`src/rtl/matrix_6up_12bpp_pkg.sv`:
```
// Shared constants and types for the 6-up 12bpp matrix driver write-side logic.
// Covers pixel geometry, fill extent, swap timeout default and FSM/arbiter encodings.
package matrix_6up_12bpp_pkg;

  localparam int ADDR_W           = 13;
  localparam int DATA_W           = 12;
  localparam int FILL_LAST        = 8191;
  // A 50 MHz frame is roughly 230k cycles, so this allows about two frames for adoption.
  localparam int SWAP_TIMEOUT_DEF = 524288;

  typedef enum logic [1:0] {
    ST_IDLE      = 2'd0,
    ST_FILL      = 2'd1,
    ST_SWAP_WAIT = 2'd2
  } wr_state_e;

  typedef enum logic {
    RR_HOST = 1'b0,
    RR_FILL = 1'b1
  } rr_owner_e;

  // Full frame-buffer address: buffer bit on top of the pixel address.
  function automatic logic [ADDR_W:0] buf_addr(input logic buf_bit,
                                               input logic [ADDR_W-1:0] pix_addr);
    return {buf_bit, pix_addr};
  endfunction

endpackage

```
`src/rtl/matrix_6up_12bpp_rr_arb2.sv`:
```
// Two-way round-robin arbiter between the host stream and the fill engine.
// The owner flop only flips on contended cycles, so contention alternates strictly.
module matrix_6up_12bpp_rr_arb2
  import matrix_6up_12bpp_pkg::*;
(
  input  logic clk,
  input  logic rst_n,
  input  logic host_valid,
  input  logic fill_active,
  input  logic blocked,
  output logic host_ready,
  output logic host_grant,
  output logic fill_grant
);

  rr_owner_e rr_q;
  rr_owner_e rr_d;
  logic      contend;

  always_comb begin
    rr_d       = rr_q;
    contend    = host_valid && fill_active && !blocked;
    host_ready = !blocked && (!fill_active || !host_valid || (rr_q == RR_HOST));
    host_grant = host_valid && host_ready;
    fill_grant = fill_active && !blocked && (!host_valid || (rr_q == RR_FILL));
    if (contend) begin
      rr_d = (rr_q == RR_HOST) ? RR_FILL : RR_HOST;
    end
  end

  always_ff @(posedge clk) begin
    if (!rst_n) begin
      rr_q <= RR_HOST;
    end else begin
      rr_q <= rr_d;
    end
  end

endmodule

```
`src/rtl/matrix_6up_12bpp_wr_sched.sv`:
```
// Frame-buffer write-port scheduler: host/fill arbitration onto the back buffer and
// double-buffer swap sequencing against the driver's end-of-frame buffer adoption.
module matrix_6up_12bpp_wr_sched
  import matrix_6up_12bpp_pkg::*;
#(
  parameter int SWAP_TIMEOUT = SWAP_TIMEOUT_DEF
) (
  input  logic              clk,
  input  logic              rst_n,
  input  logic              host_valid,
  output logic              host_ready,
  input  logic [ADDR_W-1:0] host_addr,
  input  logic [DATA_W-1:0] host_data,
  input  logic              fill_start,
  input  logic [DATA_W-1:0] fill_data,
  output logic              fill_busy,
  input  logic              swap_req,
  output logic              swap_busy,
  output logic              swap_done,
  output logic              swap_err,
  output logic              buffer_select,
  input  logic              buffer_current,
  output logic              wr,
  output logic [ADDR_W:0]   wr_addr,
  output logic [DATA_W-1:0] wr_data
);

  localparam int TMO_W = (SWAP_TIMEOUT > 2) ? $clog2(SWAP_TIMEOUT) : 1;
  localparam logic [TMO_W-1:0]  TMO_MAX  = TMO_W'(SWAP_TIMEOUT - 1);
  localparam logic [ADDR_W-1:0] FILL_END = ADDR_W'(FILL_LAST);

  wr_state_e         state_q, state_d;
  logic [ADDR_W-1:0] fill_addr_q, fill_addr_d;
  logic [DATA_W-1:0] fill_data_q, fill_data_d;
  logic              swap_pending_q, swap_pending_d;
  logic [TMO_W-1:0]  tmo_cnt_q, tmo_cnt_d;
  logic              buffer_select_q, buffer_select_d;
  logic              swap_done_q, swap_done_d;
  logic              swap_err_q, swap_err_d;
  logic              wr_q, wr_d;
  logic [ADDR_W:0]   wr_addr_q, wr_addr_d;
  logic [DATA_W-1:0] wr_data_q, wr_data_d;

  logic arb_host_ready;
  logic host_grant;
  logic fill_grant;
  logic arb_blocked;

  // Reset also blocks the arbiter so host_ready reads low while rst_n is held.
  assign arb_blocked = !rst_n || (state_q == ST_SWAP_WAIT);

  matrix_6up_12bpp_rr_arb2 u_arb (
    .clk         (clk),
    .rst_n       (rst_n),
    .host_valid  (host_valid),
    .fill_active (state_q == ST_FILL),
    .blocked     (arb_blocked),
    .host_ready  (arb_host_ready),
    .host_grant  (host_grant),
    .fill_grant  (fill_grant)
  );

  always_comb begin
    state_d         = state_q;
    fill_addr_d     = fill_addr_q;
    fill_data_d     = fill_data_q;
    swap_pending_d  = swap_pending_q || swap_req;
    tmo_cnt_d       = tmo_cnt_q;
    buffer_select_d = buffer_select_q;
    swap_done_d     = 1'b0;
    swap_err_d      = 1'b0;
    wr_d            = host_grant || fill_grant;
    wr_addr_d       = wr_addr_q;
    wr_data_d       = wr_data_q;

    // Back-buffer bit is taken from the current select, so a grant on the swap edge
    // still lands in the buffer that was the back buffer when it was granted.
    if (host_grant) begin
      wr_addr_d = buf_addr(~buffer_select_q, host_addr);
      wr_data_d = host_data;
    end else if (fill_grant) begin
      wr_addr_d = buf_addr(~buffer_select_q, fill_addr_q);
      wr_data_d = fill_data_q;
    end

    unique case (state_q)
      ST_IDLE: begin
        if (fill_start) begin
          fill_data_d = fill_data;
          fill_addr_d = '0;
          state_d     = ST_FILL;
        end else if (swap_pending_q || swap_req) begin
          state_d         = ST_SWAP_WAIT;
          buffer_select_d = ~buffer_select_q;
          swap_pending_d  = 1'b0;
          tmo_cnt_d       = '0;
        end
      end
      ST_FILL: begin
        if (fill_grant) begin
          if (fill_addr_q == FILL_END) begin
            state_d = ST_IDLE;
          end else begin
            fill_addr_d = fill_addr_q + ADDR_W'(1);
          end
        end
      end
      ST_SWAP_WAIT: begin
        if (buffer_current == buffer_select_q) begin
          swap_done_d = 1'b1;
          state_d     = ST_IDLE;
        end else if (tmo_cnt_q == TMO_MAX) begin
          swap_err_d      = 1'b1;
          buffer_select_d = buffer_current;
          state_d         = ST_IDLE;
        end else begin
          tmo_cnt_d = tmo_cnt_q + TMO_W'(1);
        end
      end
      default: begin
        state_d = ST_IDLE;
      end
    endcase
  end

  always_ff @(posedge clk) begin
    if (!rst_n) begin
      state_q         <= ST_IDLE;
      fill_addr_q     <= '0;
      fill_data_q     <= '0;
      swap_pending_q  <= 1'b0;
      tmo_cnt_q       <= '0;
      buffer_select_q <= 1'b0;
      swap_done_q     <= 1'b0;
      swap_err_q      <= 1'b0;
      wr_q            <= 1'b0;
      wr_addr_q       <= '0;
      wr_data_q       <= '0;
    end else begin
      state_q         <= state_d;
      fill_addr_q     <= fill_addr_d;
      fill_data_q     <= fill_data_d;
      swap_pending_q  <= swap_pending_d;
      tmo_cnt_q       <= tmo_cnt_d;
      buffer_select_q <= buffer_select_d;
      swap_done_q     <= swap_done_d;
      swap_err_q      <= swap_err_d;
      wr_q            <= wr_d;
      wr_addr_q       <= wr_addr_d;
      wr_data_q       <= wr_data_d;
    end
  end

  assign host_ready    = arb_host_ready;
  assign fill_busy     = (state_q == ST_FILL);
  assign swap_busy     = swap_pending_q || (state_q == ST_SWAP_WAIT);
  assign swap_done     = swap_done_q;
  assign swap_err      = swap_err_q;
  assign buffer_select = buffer_select_q;
  assign wr            = wr_q;
  assign wr_addr       = wr_addr_q;
  assign wr_data       = wr_data_q;

endmodule

```
`config.mk`:
```
export PLATFORM = sky130hd
export DESIGN_NAME = matrix_6up_12bpp_wr_sched
export DESIGN_NICKNAME = d
export VERILOG_FILES = /design/src/rtl/matrix_6up_12bpp_pkg.sv /design/src/rtl/matrix_6up_12bpp_rr_arb2.sv /design/src/rtl/matrix_6up_12bpp_wr_sched.sv
export SDC_FILE = /design/constraint.sdc
export NUM_CORES = 1
export LEC_CHECK = 0
export BUFFER_PORTS_ARGS = -buffer_cell sky130_fd_sc_hd__buf_2
export CAP_MARGIN = 20
export CORE_AREA = 2 2 86 88
export CTS_CLUSTER_SIZE = 8
export DETAILED_ROUTE_END_ITERATION = 8
export DIE_AREA = 0 0 88 90
export HOLD_SLACK_MARGIN = 0.03
export PLACE_DENSITY = 0.77
export SYNTH_ARGS = -nofsm -noshare
export SYNTH_HDL_FRONTEND = slang
export SYNTH_SLANG_ARGS = --single-unit
export TNS_END_PERCENT = 100
```
`constraint.sdc`:
```
create_clock -name clk -period 2.3 [get_ports clk]
set_input_delay 0.115 -clock clk [delete_from_list [all_inputs] [get_ports clk]]
set_output_delay 0.115 -clock clk [all_outputs]
set_load 0.02 [all_outputs]
```
==> run summary <==
### Layout
* 573 — nets@finish
* 4550 um2 — cell area after layout
* 632 — post-layout instance count excluding filler cells
* 0 — Inserted Diodes
* 595 — number of filler instances in the final layout
* 25.0% — area added between synthesis and finish
* 23.6% — share of final-layout standard cells stronger than drive strength 1

### Global routing
* 0 — overall overflow remaining after global route
* 31.2% — GR Layer Usage met1
* met2 — Most Crowded Layer GR
* 3.40% — GR Layer Usage met3
* 24.4% — Overall Global Routing Usage
* 41.2% — met2 track demand over resource
* 15.7 mm — global-route wire length before repair
* 42 — maximum number of pins on one net before global-route repair
* 3374 — number of global-route vias before repair
* 1 — antenna violations before repair

### CTS
* 2 — Max Root-Sink Buffers
* sky130_fd_sc_hd__clkbuf_8 — root buffer selected by CTS
* 78 — Sinks on Clock Net
* 9 — clock buffer count from CTS
* 350 ps — latest clock arrival within the worst-skew pair
* 3 — H-tree levels
* done — clock tree from TritonCTS
* 90 ps — Clock transition at path regs

### Placement
* 75 — total of buffers placed on input and output ports
* 603 — number of cells after detailed placement
* 6.49 mm — hpwl dp
* 0.896 — routability-driven placement congestion ratio
* 4220 um2 — standard cell area after detailed placement

### Yosys
* sky130_fd_sc_hd__dfxtp_1 — library cell with the highest instance count after synthesis
* 0% — FFs w/ async S/R, synth
* 3640 um2 — Mapped Area
* 53 — library cells used by synthesis
* 42.9% — post-synthesis sequential area ratio
* simple AND/OR/NAND/NOR gates — main combinational cell family by area after synthesis
* 0 — count of flip-flops with a built-in enable after synthesis
* sky130_fd_sc_hd__dfxtp_1 — top_reg_cell synth
* 6.88% — fraction of synthesized area in multiplexers
* sky130_fd_sc_hd__dfxtp_1 — cell taking the most area after synthesis
* 78 — total of flip-flops plus latches after synthesis
* 23.8% — area share of and/or/nand/nor cells after synthesis
* 433 — Post-Synthesis Cells
* 8.40 um2 — Avg Synthesized Cell Area
* 78 x sky130_fd_sc_hd__dfxtp_1, 58 x sky130_fd_sc_hd__nand2_1, 50 x sky130_fd_sc_hd__nor2_1, 29 x sky130_fd_sc_hd__a211oi_1, 29 x sky130_fd_sc_hd__a21oi_1 — cell types with the highest counts after synthesis
* 478 — post-synthesis net count
* 21.1% — compound-gate portion of the synthesized area
* 42.9% — area fraction of the dominant cell type after synthesis
* sky130_fd_sc_hd__dfxtp_1 43%, sky130_fd_sc_hd__mux2i_1 6.9%, sky130_fd_sc_hd__a211oi_1 6.0% — cell types occupying the most area after synthesis
* 0 — YS warnings
* 0.688% — adder and majority cell fraction of the synthesized area
* 0.722% — Post-Synth XOR/XNOR Area

### Floorplanning
* 88 um — DIE WIDTH
* 51.8% — starting density of the core
* 7920 um2 — full die area
* 90 um — overall die height
* 7020 um2 — core region area
* 31 — Site Rows
* 76 — number of top-level design ports

### STA
* 63.9% — headroom to the max-slew limit
* 0 — Slew Limit Fails
* 9.38 ps — worst clock skew
* no — RSZ-0062 raised after global routing
* 2110 ps — Tmin final
* 0 — total of endpoints with negative setup slack in the final report
* 0 ps — setup TNS after final layout
* 0 — final number of hold-violating endpoints
* 541 ps — measured slew at the worst slew-check pin
* 0.475 GHz — maximum frequency from static timing analysis
* 91.6% — final cycle utilization of the critical path

### Setup path
* 2360 ps — arrival time of the worst setup path
* 6 — cells on worst reg2reg path
* reg2reg — type of the worst setup path
* 5 — Max FO, Critical Path
* flop — CP startpoint kind
* flop — type of destination of the critical path
* 2550 ps — required time reported for the critical path endpoint

### Drt
* 0 — Post-route DRC
* 5 — first-pass detailed-route iteration total
* 0 — final antenna-violating net count
* 5.72 — Vias per Instance
* 176 — drt initial violations
* 3615 — routed via count
* 15.1 um — average wire per cell in the routed design
* 9.52 mm — Routed Wire Length

### Worst hold path
* 3 — Worst Hold Depth
* in2reg — Hold Crit Class

### Status
* finished, final reports clean — outcome

### Power and ir drop
* 2.94 mW — Power Total
* 372 uV — Peak VDD IR
* 1.94 nW — leakage power summed over all cells
* 646 nW/um2 — pwr/cell area

### Job
* 0 — # Max-Cap Violations

[kinds of logic (layout without fill, tap and decap cells)]
logic type / count (synthesis) / count (layout)
flip-flops: 78 / 78
XOR/XNOR: 3 / 3
AND/OR/NAND/NOR: 178 / 178
AO/OA/AOI/OAI: 113 / 113
buffers and inverters: 34 / 134
multiplexers: 25 / 25
adder cells (fa/ha/maj): 2 / 2
[metrics by stage]
| step | worst slack, ps | utilization [%] | hold WS (ps) |
|---|---|---|---|
| final | 193 | 64.8 | 38.4 |
| after global routing | 45.6 | 64.8 | 40.1 |
| after CTS | 172 | 64.7 | 30.5 |
| after detailed placement | 203 | 60.1 | 362 |
| after global placement | 276 | 60.1 | 357 |
| after floorplan | 379 | - | 251 |
[what timing repair did]
action                                 CTS  global route
hold buffers                            12             0
gates resized for setup                  0             1
endpoints found under the hold margin   12             0
buffers inserted                         0             1
setup endpoints to repair                0             3
[area by class of cell]
cell class	count	area [um2]	share of cell area [%]
multi-input combinational	321	1960	43.1
clock inverter	6	70.1	1.54
sequential	78	1560	34.3
timing repair buffer	109	673	14.8
inverter	9	33.8	0.743
tap	99	124	2.72
clock buffer	10	128	2.81
[layout by cell type, fill, tap and decap left out, types with 4 or more instances in the layout]
master,instances
sky130_fd_sc_hd__buf_2,75
sky130_fd_sc_hd__or3_1,6
sky130_fd_sc_hd__clkbuf_8,9
sky130_fd_sc_hd__nand2b_1,5
sky130_fd_sc_hd__a21oi_1,29
sky130_fd_sc_hd__dlygate4sd3_1,12
sky130_fd_sc_hd__nand3_1,17
sky130_fd_sc_hd__nor3_1,9
sky130_fd_sc_hd__buf_4,21
sky130_fd_sc_hd__and3_1,5
sky130_fd_sc_hd__dfxtp_1,78
sky130_fd_sc_hd__inv_1,8
sky130_fd_sc_hd__and2_1,4
sky130_fd_sc_hd__o21ai_0,14
sky130_fd_sc_hd__nand4_1,6
sky130_fd_sc_hd__mux2i_1,25
sky130_fd_sc_hd__a211oi_1,29
sky130_fd_sc_hd__nor2_1,50
sky130_fd_sc_hd__a31oi_1,7
sky130_fd_sc_hd__nand2_1,58
[critical path: stages, from the launching register on]
cell	delay, ps
sky130_fd_sc_hd__dfxtp_1	400
sky130_fd_sc_hd__ha_1	240
sky130_fd_sc_hd__nand4_1	240
sky130_fd_sc_hd__or4_4	520
sky130_fd_sc_hd__o21ai_1	240
sky130_fd_sc_hd__o21ai_0	120
sky130_fd_sc_hd__a211oi_1	260
[flip-flops by register name (all words and copies together) (netlist names), 2 cells and up]
register     cells
fill_addr_q     13
fill_data_q     12
state_q          2
tmo_cnt_q       19
wr_addr         14
wr_data         12
[worst paths after layout]
check	slack [ps]	startpoint	end
max reg2reg	190	tmo_cnt_q[0]$_SDFFE_PN0P_	tmo_cnt_q[7]$_SDFFE_PN0P_
max	190	tmo_cnt_q[0]$_SDFFE_PN0P_	tmo_cnt_q[7]$_SDFFE_PN0P_
min	40	host_data[7]	wr_data[7]$_SDFFE_PN0P_
min reg2reg	460	fill_data_q[4]$_SDFFE_PN0P_	fill_data_q[4]$_SDFFE_PN0P_
[routing by layer]
metal  routed length, um  vias to the layer above
met1                4120                     1711
met5                  17                        -
met3                 461                       14
met4                 140                        2
met2                4780                      118
li1                    -                     1770
[power breakdown]
group | internal (mW) | total [mW] | switching (mW)
sequential | 1.41 | 1.45 | 0.0376
clock | 0.507 | 1.03 | 0.526
combinational | 0.183 | 0.459 | 0.276
Note: power is estimated with default switching activity, not from simulation.
